--- src/rtl/mem_port_arbiter.sv ---
// Shares one single-port synchronous memory between instruction fetch and data access.
// One transaction in flight at a time; data wins unless fetch has been passed over STARVE_MAX times.
module mem_port_arbiter #(
  parameter int ADDR_W     = 32,
  parameter int DATA_W     = 32,
  parameter int MEM_LAT    = 2,
  parameter int STARVE_MAX = 3
) (
  input  logic              clk_in,
  input  logic              reset,
  input  logic              if_req,
  input  logic [ADDR_W-1:0] if_addr,
  output logic              if_ack,
  output logic [DATA_W-1:0] if_rdata,
  input  logic              dm_cs,
  input  logic              dm_r,
  input  logic              dm_w,
  input  logic [ADDR_W-1:0] dm_addr,
  input  logic [DATA_W-1:0] dm_wdata,
  output logic              dm_ack,
  output logic [DATA_W-1:0] dm_rdata,
  output logic              dm_err,
  output logic              mem_cs,
  output logic              mem_we,
  output logic [ADDR_W-1:0] mem_addr,
  output logic [DATA_W-1:0] mem_wdata,
  input  logic [DATA_W-1:0] mem_rdata,
  output logic              stall
);

  localparam int CNT_W = $clog2(MEM_LAT + 1);
  localparam int STV_W = $clog2(STARVE_MAX + 1);

  localparam logic [1:0] IDLE  = 2'd0;
  localparam logic [1:0] ISSUE = 2'd1;
  localparam logic [1:0] WAIT  = 2'd2;
  localparam logic [1:0] RESP  = 2'd3;

  logic [1:0]        state_q, state_d;
  logic [CNT_W-1:0]  cnt_q, cnt_d;
  logic [STV_W-1:0]  starve_q, starve_d;
  logic              owner_q, owner_d;
  logic              we_q, we_d;
  logic              mem_cs_q, mem_cs_d;
  logic              mem_we_q, mem_we_d;
  logic [ADDR_W-1:0] mem_addr_q, mem_addr_d;
  logic [DATA_W-1:0] mem_wdata_q, mem_wdata_d;
  logic              if_ack_q, if_ack_d;
  logic              dm_ack_q, dm_ack_d;
  logic [DATA_W-1:0] if_rdata_q, if_rdata_d;
  logic [DATA_W-1:0] dm_rdata_q, dm_rdata_d;
  logic              dm_err_q, dm_err_d;

  logic dm_valid;
  logic dm_illegal;
  logic grant_dm;
  logic grant_if;

  always_comb begin
    dm_valid   = dm_cs & (dm_r ^ dm_w);
    dm_illegal = dm_cs & ~(dm_r ^ dm_w);
    grant_dm   = dm_valid & (~if_req | (starve_q != STV_W'(STARVE_MAX)));
    grant_if   = if_req & ~grant_dm;

    state_d     = state_q;
    cnt_d       = cnt_q;
    starve_d    = starve_q;
    owner_d     = owner_q;
    we_d        = we_q;
    mem_cs_d    = 1'b0;
    mem_we_d    = 1'b0;
    mem_addr_d  = '0;
    mem_wdata_d = '0;
    if_ack_d    = 1'b0;
    dm_ack_d    = 1'b0;
    if_rdata_d  = if_rdata_q;
    dm_rdata_d  = dm_rdata_q;
    dm_err_d    = dm_err_q | dm_illegal;

    case (state_q)
      IDLE: begin
        if (grant_dm || grant_if) begin
          state_d     = ISSUE;
          owner_d     = grant_dm;
          we_d        = grant_dm & dm_w;
          mem_cs_d    = 1'b1;
          mem_we_d    = grant_dm & dm_w;
          mem_addr_d  = grant_dm ? dm_addr : if_addr;
          mem_wdata_d = grant_dm ? dm_wdata : '0;
          // Fetch losing to data while waiting builds up starvation credit
          if (grant_dm && if_req) begin
            starve_d = (starve_q == STV_W'(STARVE_MAX)) ? starve_q : starve_q + STV_W'(1);
          end else begin
            starve_d = '0;
          end
        end
      end
      ISSUE: begin
        cnt_d   = CNT_W'(MEM_LAT);
        state_d = WAIT;
      end
      WAIT: begin
        cnt_d = cnt_q - CNT_W'(1);
        if (cnt_q == CNT_W'(1)) begin
          state_d = RESP;
          if (owner_q) begin
            dm_ack_d = 1'b1;
            if (!we_q) dm_rdata_d = mem_rdata;
          end else begin
            if_ack_d   = 1'b1;
            if_rdata_d = mem_rdata;
          end
        end
      end
      RESP: begin
        state_d = IDLE;
      end
      default: begin
        state_d = IDLE;
      end
    endcase
  end

  always_ff @(posedge clk_in or negedge reset) begin
    if (!reset) begin
      state_q     <= IDLE;
      cnt_q       <= '0;
      starve_q    <= '0;
      owner_q     <= 1'b0;
      we_q        <= 1'b0;
      mem_cs_q    <= 1'b0;
      mem_we_q    <= 1'b0;
      mem_addr_q  <= '0;
      mem_wdata_q <= '0;
      if_ack_q    <= 1'b0;
      dm_ack_q    <= 1'b0;
      if_rdata_q  <= '0;
      dm_rdata_q  <= '0;
      dm_err_q    <= 1'b0;
    end else begin
      state_q     <= state_d;
      cnt_q       <= cnt_d;
      starve_q    <= starve_d;
      owner_q     <= owner_d;
      we_q        <= we_d;
      mem_cs_q    <= mem_cs_d;
      mem_we_q    <= mem_we_d;
      mem_addr_q  <= mem_addr_d;
      mem_wdata_q <= mem_wdata_d;
      if_ack_q    <= if_ack_d;
      dm_ack_q    <= dm_ack_d;
      if_rdata_q  <= if_rdata_d;
      dm_rdata_q  <= dm_rdata_d;
      dm_err_q    <= dm_err_d;
    end
  end

  assign if_ack    = if_ack_q;
  assign dm_ack    = dm_ack_q;
  assign if_rdata  = if_rdata_q;
  assign dm_rdata  = dm_rdata_q;
  assign dm_err    = dm_err_q;
  assign mem_cs    = mem_cs_q;
  assign mem_we    = mem_we_q;
  assign mem_addr  = mem_addr_q;
  assign mem_wdata = mem_wdata_q;
  // Stall is combinational so the pipeline holds in the same cycle it requests
  assign stall     = reset & ((if_req & ~if_ack_q) | (dm_valid & ~dm_ack_q));

endmodule

--- config.mk ---
export PLATFORM = sky130hd
export DESIGN_NAME = mem_port_arbiter
export DESIGN_NICKNAME = d
export VERILOG_FILES = /design/src/rtl/mem_port_arbiter.sv
export SDC_FILE = /design/constraint.sdc
export NUM_CORES = 1
export LEC_CHECK = 0
export ABC_CLOCK_PERIOD_IN_PS = 1580
export CAP_MARGIN = 0
export CORE_AREA = 2 2 126 128
export CTS_CLUSTER_SIZE = 16
export DETAILED_ROUTE_END_ITERATION = 7
export DIE_AREA = 0 0 128 130
export PLACE_DENSITY = 0.79
export SLEW_MARGIN = 30
export SYNTH_ARGS = -nofsm -noshare
export SYNTH_HDL_FRONTEND = slang
export SYNTH_SLANG_ARGS = --single-unit
--- constraint.sdc ---
create_clock -name clk_in -period 1.58 [get_ports clk_in]
set_clock_uncertainty 0.15 [all_clocks]
set_input_delay 0.316 -clock clk_in [delete_from_list [all_inputs] [get_ports clk_in]]
set_output_delay 0.316 -clock clk_in [all_outputs]
set_load 0.01 [all_outputs]
* After elaboration in Yosys (flattened, before gate mapping)
Index checks and enable logic that the tools add are counted.
** Cells by class
- Add/subtract/negate cells :: 2
- Multiply operators :: 0
- Divide/modulo/power cells :: 0
- Order comparisons :: 0
- Equal/unequal tests :: 9
- Shift-type cells :: 0
- Mux-type cells :: 22
- Bitwise gates (word level) :: 19
- Reduce and logical (&&, ||, !) cells :: 9
** Operators by type and width (number)
- 2-to-1 mux 32 bit :: 6
- 2-to-1 mux 1 bit :: 10
- bitwise AND 1 bit :: 8
- 2-to-1 mux 2 bit :: 4
- inequality test 2 bit, second input constant :: 4
- one-hot mux 2 bit (4 select lines) :: 1
- inverter 1 bit :: 7
- == test 2 bit, second input constant :: 3
- AND reduction 3 bit :: 2
- == test 2 x 1 -> 1 bit, second input constant :: 2
- one-hot mux 2 bit (2 select lines) :: 1
- AND reduction 2 bit :: 2
- AND reduction 4 bit :: 1
- bitwise OR 1 bit :: 3
- adder 2 x 1 -> 2 bit, second input constant :: 1
- zero test 2 bit :: 1
- nonzero test 2 bit :: 1
- subtractor 2 x 1 -> 2 bit, second input constant :: 1
- logical AND 1 bit :: 1
- logical OR 1 bit :: 1
- XOR 1 bit :: 1
** Word-level totals
- Flip-flop bits (word level) :: 141
- Latch bits :: 0
- RAM bits :: 0
- ROM bits :: 0
- Input port bits :: 134
- Output and inout port bits :: 134
- Logic and storage cells :: 75
- Memories kept :: 0

* Depth between registers and ports, before layout
- Depth after elaboration :: 8
- Depth in mapped cells :: 7
- Depth with buffers taken out :: 6

* Least setup slack after synthesis
OpenSTA, ideal clock, no wires.
- Kind :: register to register
- Start point :: reg state_q[0]
- End point :: reg dm_rdata_q[10] (netlist: dm_rdata[10])
- Arrival :: 1.452 ns
- Data required time :: 1.305 ns
- Path slack :: -0.147 ns
- Cell stages (with the launch flop) :: 8
- Path buffers :: 2
- Cells stage by stage :: dfrtp_1 inv_1 ha_1 and3_1 nand2b_1 buf_2 buf_6 mux2_4
** On the way
- Longest elaborated chain between the ends :: 2
** Ends and longest elaborated chain
- start, declared :: line 39 : logic [1:0] state_q, state_d;
- start signal, assigned :: line 141 : state_q <= state_d;
- == test 2 bit :: line 80 : case (state_q)
- AND reduction 4 bit (no line)
- end signal, assigned :: line 153 : dm_rdata_q <= dm_rdata_d;
- end, declared :: line 51 : logic [DATA_W-1:0] dm_rdata_q, dm_rdata_d;
Every way passes these cells.
A chain may end at the register's enable or synchronous reset.

* Worst setup path in the final report
- Start point :: reg cnt_q[0]
- End point :: reg dm_rdata_q[5] (netlist: dm_rdata[5])
** On the way
- Longest elaborated chain between the ends :: 2
** Ends and longest elaborated chain
- start, declared :: line 40 : logic [CNT_W-1:0] cnt_q, cnt_d;
- start signal, assigned :: line 142 : cnt_q <= cnt_d;
- == test 2 x 1 -> 1 bit :: line 104 : if (cnt_q == CNT_W'(1)) begin
- AND reduction 4 bit (no line)
Every way passes these cells.

==> run_results.csv <==
group,metric,value,unit
power,powerDensity,1560,nW/um^2
critical_path,path_depth,5,
min_path,hp-class,"primary input to flip-flop",
critical_path,path_class,"flip-flop to flip-flop",
min_path,hold_depth,3,
global_route,grt_pass1_vias,4542,
global_route,grt_max_degree,142,
sta,setup_viol,34,
routing,dr.pass1.iters,4,
routing,routed_wl,16.4,mm
clock_network,clkTransAtPathRegs,0.06,ns
clock_network,cts_tree,"done",
final_layout,fill_cells,1260,
outcome,status,"finished with violations",
critical_path,slowest_delay,0.41,ns
final_layout,drive_gt1_share,21.6,%
placement,gp_congestion,0.754,
floorplan,die-area,16600,sq um
floorplan,initial_core_util,36.2,%
synthesis,yosysWarnings,0,
clock_network,clockBufferDepth,2,
sta,maxSlewHeadroom,46.6,%
critical_path,reg2reg_depth,5,
synthesis,syn_area,5580,sq um
synthesis,yosys_register_bits,141,
synthesis,async_reset_ff_share,100,%
routing,final_antenna_net_count,0,
flow_run,maxCapViolations,0,
global_route,grt_overflow,0,
clock_network,clkLatencyLatePin,0.41,ns
placement,portBuffers,267,
floorplan,io_pins,268,
critical_path,crit_family,"flip-flops",
critical_path,critical_path.startpoint_type,"flip-flop",
final_layout,fin_util,62.4,%
critical_path,crit_path_end_kind,"flip-flop",
critical_path,crit_fanout,5,
floorplan,core,15400,sq um
placement,detailed_place_hpwl,10.7,mm
sta,rsz0062_at_grt,"yes",
synthesis,yosysTopAreaCellShare,63.2,%
critical_path,worstReg2RegStart,"cnt_q[0]$_DFFE_PN0P_",
global_route,grt_antenna_before_repair,0,
floorplan,die-width,128,um
critical_path,path_buf_inv,1,
clock_network,numCtsBuffers,17,
critical_path,crit_chain,"ha_4, and3_4, nand2b_4, bufbuf_16, mux2_4",
sta,max_freq,573,MHz
final_layout,final_net_count,911,
routing,detailedRoute.firstIterationViolations,198,
synthesis,syn_avg_cell_area,12.0,sq um
clock_network,cts.sinks,141,
sta,hold_viol,0,
synthesis,synthTopCellsByArea,"dfrtp_1 (63%), nand2_1 (11%), mux2_4 (8.1%)",
global_route,gr-usage-met1,22.0,%
critical_path,cp_data_arrival_time,1.89,ns
routing,routedWlPerCell,16.8,um
critical_path,r2r_end,"dm_rdata[5]$_DFFE_PN0P_",
clock_network,cts_max_level,4,
floorplan,std_cell_rows,46,
clock_network,root_buffer,"clkbuf_16",
synthesis,synth_cells,465,
sta,min_period,1.74,ns
sta,timing.final.crit_share,110,%
global_route,grtUsageMet2,32.3,%
global_route,track_usage,18.8,%
sta,whs,0.170,ns
final_layout,syn2layout_area_growth,72.6,%
outcome,violations,"setup timing",
final_layout,diodes,0,
min_path,min-delay-start,"if_req",
synthesis,ys.flop_type,"dfrtp_1",
synthesis,synth_fp_nets,603,
power,peakVddDrop,0.000800,V
routing,drc,0,
critical_path,r2r_slack,-0.16,ns
min_path,holdPathEnd,"starve_q[1]$_DFFE_PN0P_",
global_route,grt-busiest-layer,"met2",
floorplan,dieHeight,130,um
critical_path,required,1.72,ns
final_layout,stdcell_count,978,
synthesis,ys_seq_area_share,63.2,%
global_route,grt_pass1_wl,23.9,mm
routing,vias_per_cell,4.67,
sta,fin_ws,-0.164,ns
power,p_leak,4.92,nW
sta,tightest_slew,0.801,ns
critical_path,cpMaxStageDelayCell,"dfrtp_1",
global_route,use_met3,7.09,%
synthesis,synth_edf_count,0,
synthesis,synth.largest_area_cell,"dfrtp_1",
sta,drv_slew,0,
routing,via_count,4567,
placement,placedCellCount,924,
synthesis,ys_types,29,
[worst max-delay path by stage]
| stage | start | slack [ns] | endpoint |
|---|---|---|---|
| 5_1_grt | if_ack$_DFF_PN0_ | -0.22 | stall |
| 2_1_floorplan | state_q[0]$_DFFE_PN0P_ | -0.12 | dm_rdata[10]$_DFFE_PN0P_ |
| 4_1_cts | state_q[1]$_DFFE_PN0P_ | -0.21 | dm_rdata[15]$_DFFE_PN0P_ |
| 6_report | cnt_q[0]$_DFFE_PN0P_ | -0.16 | dm_rdata[5]$_DFFE_PN0P_ |
| 3_5_place_dp | dm_w | -0.84 | stall |
| 3_3_place_gp | dm_w | -0.86 | stall |
[Yosys cell counts, types with 2 or more instances]
library cell    n
a21o_2          2
a21oi_1         3
a21oi_2        30
and2_1          2
and3_1         33
buf_2           5
buf_6          15
clkbuf_1        8
dfrtp_1       141
ha_1            4
inv_1          10
mux2_2          3
mux2_4         30
nand2_1       161
nand3_1         2
o21ai_0         3
[cell families (layout without fill, tap and decap cells)]
logic type,count (synthesis),count (layout),synth area share (%)
and+or+nand+nor,203,204,15.6
DFF,141,141,63.2
buffers and inverters,38,357,4.69
adders and majority gates,4,4,0.897
AOI/OAI and AO/OA,45,46,6.59
muxes,33,33,8.68
xor gates and xnor gates,1,1,0.292
[sequential cells by signal, indices dropped and copies added (netlist names), 2 cells and up]
name	cells
state_q	2
mem_addr	32
starve_q	2
mem_wdata	32
if_rdata	32
cnt_q	2
dm_rdata	32
[layout make-up]
| cell class | count | area (sq um) | area share [%] |
|---|---|---|---|
| clock buffer | 18 | 429 | 4.46 |
| tap | 192 | 240 | 2.49 |
| timing repair buffer | 315 | 3290 | 34.2 |
| sequential | 141 | 3530 | 36.6 |
| inverter | 10 | 47.5 | 0.494 |
| multi-input combinational | 288 | 1930 | 20.1 |
| clock inverter | 14 | 158 | 1.64 |
[stage by stage]
stage / setup WS, ns / instance area (sq um) / TNS (ns) / total power, mW
2_1_floorplan: -0.124 / 5580 / -3.72 / 7.80
3_3_place_gp: -0.864 / 8590 / -36.89 / 10.9
3_5_place_dp: -0.841 / 8590 / -39.36 / 11.1
4_1_cts: -0.211 / 9220 / -4.80 / 14.6
5_1_grt: -0.215 / 9630 / -7.29 / 15.8
6_report: -0.164 / 9630 / -3.45 / 15.0
[where the power goes]
part | switching [mW] | internal, mW
combinational | 2.48 | 3.16
clock | 1.60 | 2.35
sequential | 0.604 | 4.79
total | 4.68 | 10.3
[worst reg2reg max path, stage by stage (launching register included)]
cell       delay, ns
dfrtp_1         0.41
ha_4            0.17
and3_4          0.17
nand2b_4        0.13
bufbuf_16       0.29
mux2_4          0.30
[routing by layer]
metal  routed length, um  share of wire, %  vias to the layer above
met5                   0                 0                        -
met4                 274               1.7                        0
met3                1160               7.1                       21
met2                8370                51                      196
met1                6630                40                     2212
li1                    -                 -                     2138
[placed cells by master, fill, tap and decap left out, types with 3 or more instances in the layout]
cell type	n
a21oi_2	28
a21oi_4	4
and3_1	32
buf_12	10
buf_4	17
buf_6	10
clkbuf_16	24
clkdlybuf4s15_1	56
clkdlybuf4s50_1	128
clkinvlp_4	5
dfrtp_1	141
dlygate4sd2_1	79
ha_4	3
inv_1	6
inv_6	4
mux2_4	33
nand2_1	157
nand2_2	5
o21ai_0	3
[what timing repair did]
| item | 4_1_cts | 5_1_grt |
|---|---|---|
| pin swaps | 6 | 7 |
| endpoints found under the hold margin | 141 | 0 |
| hold buffers | 1 | 0 |
| resized for setup | 172 | 76 |
| setup buffers | 2 | 4 |
| cloned | 4 | 12 |
| endpoints found under the setup margin | 233 | 153 |
Note: power is estimated with default switching activity, not from simulation.
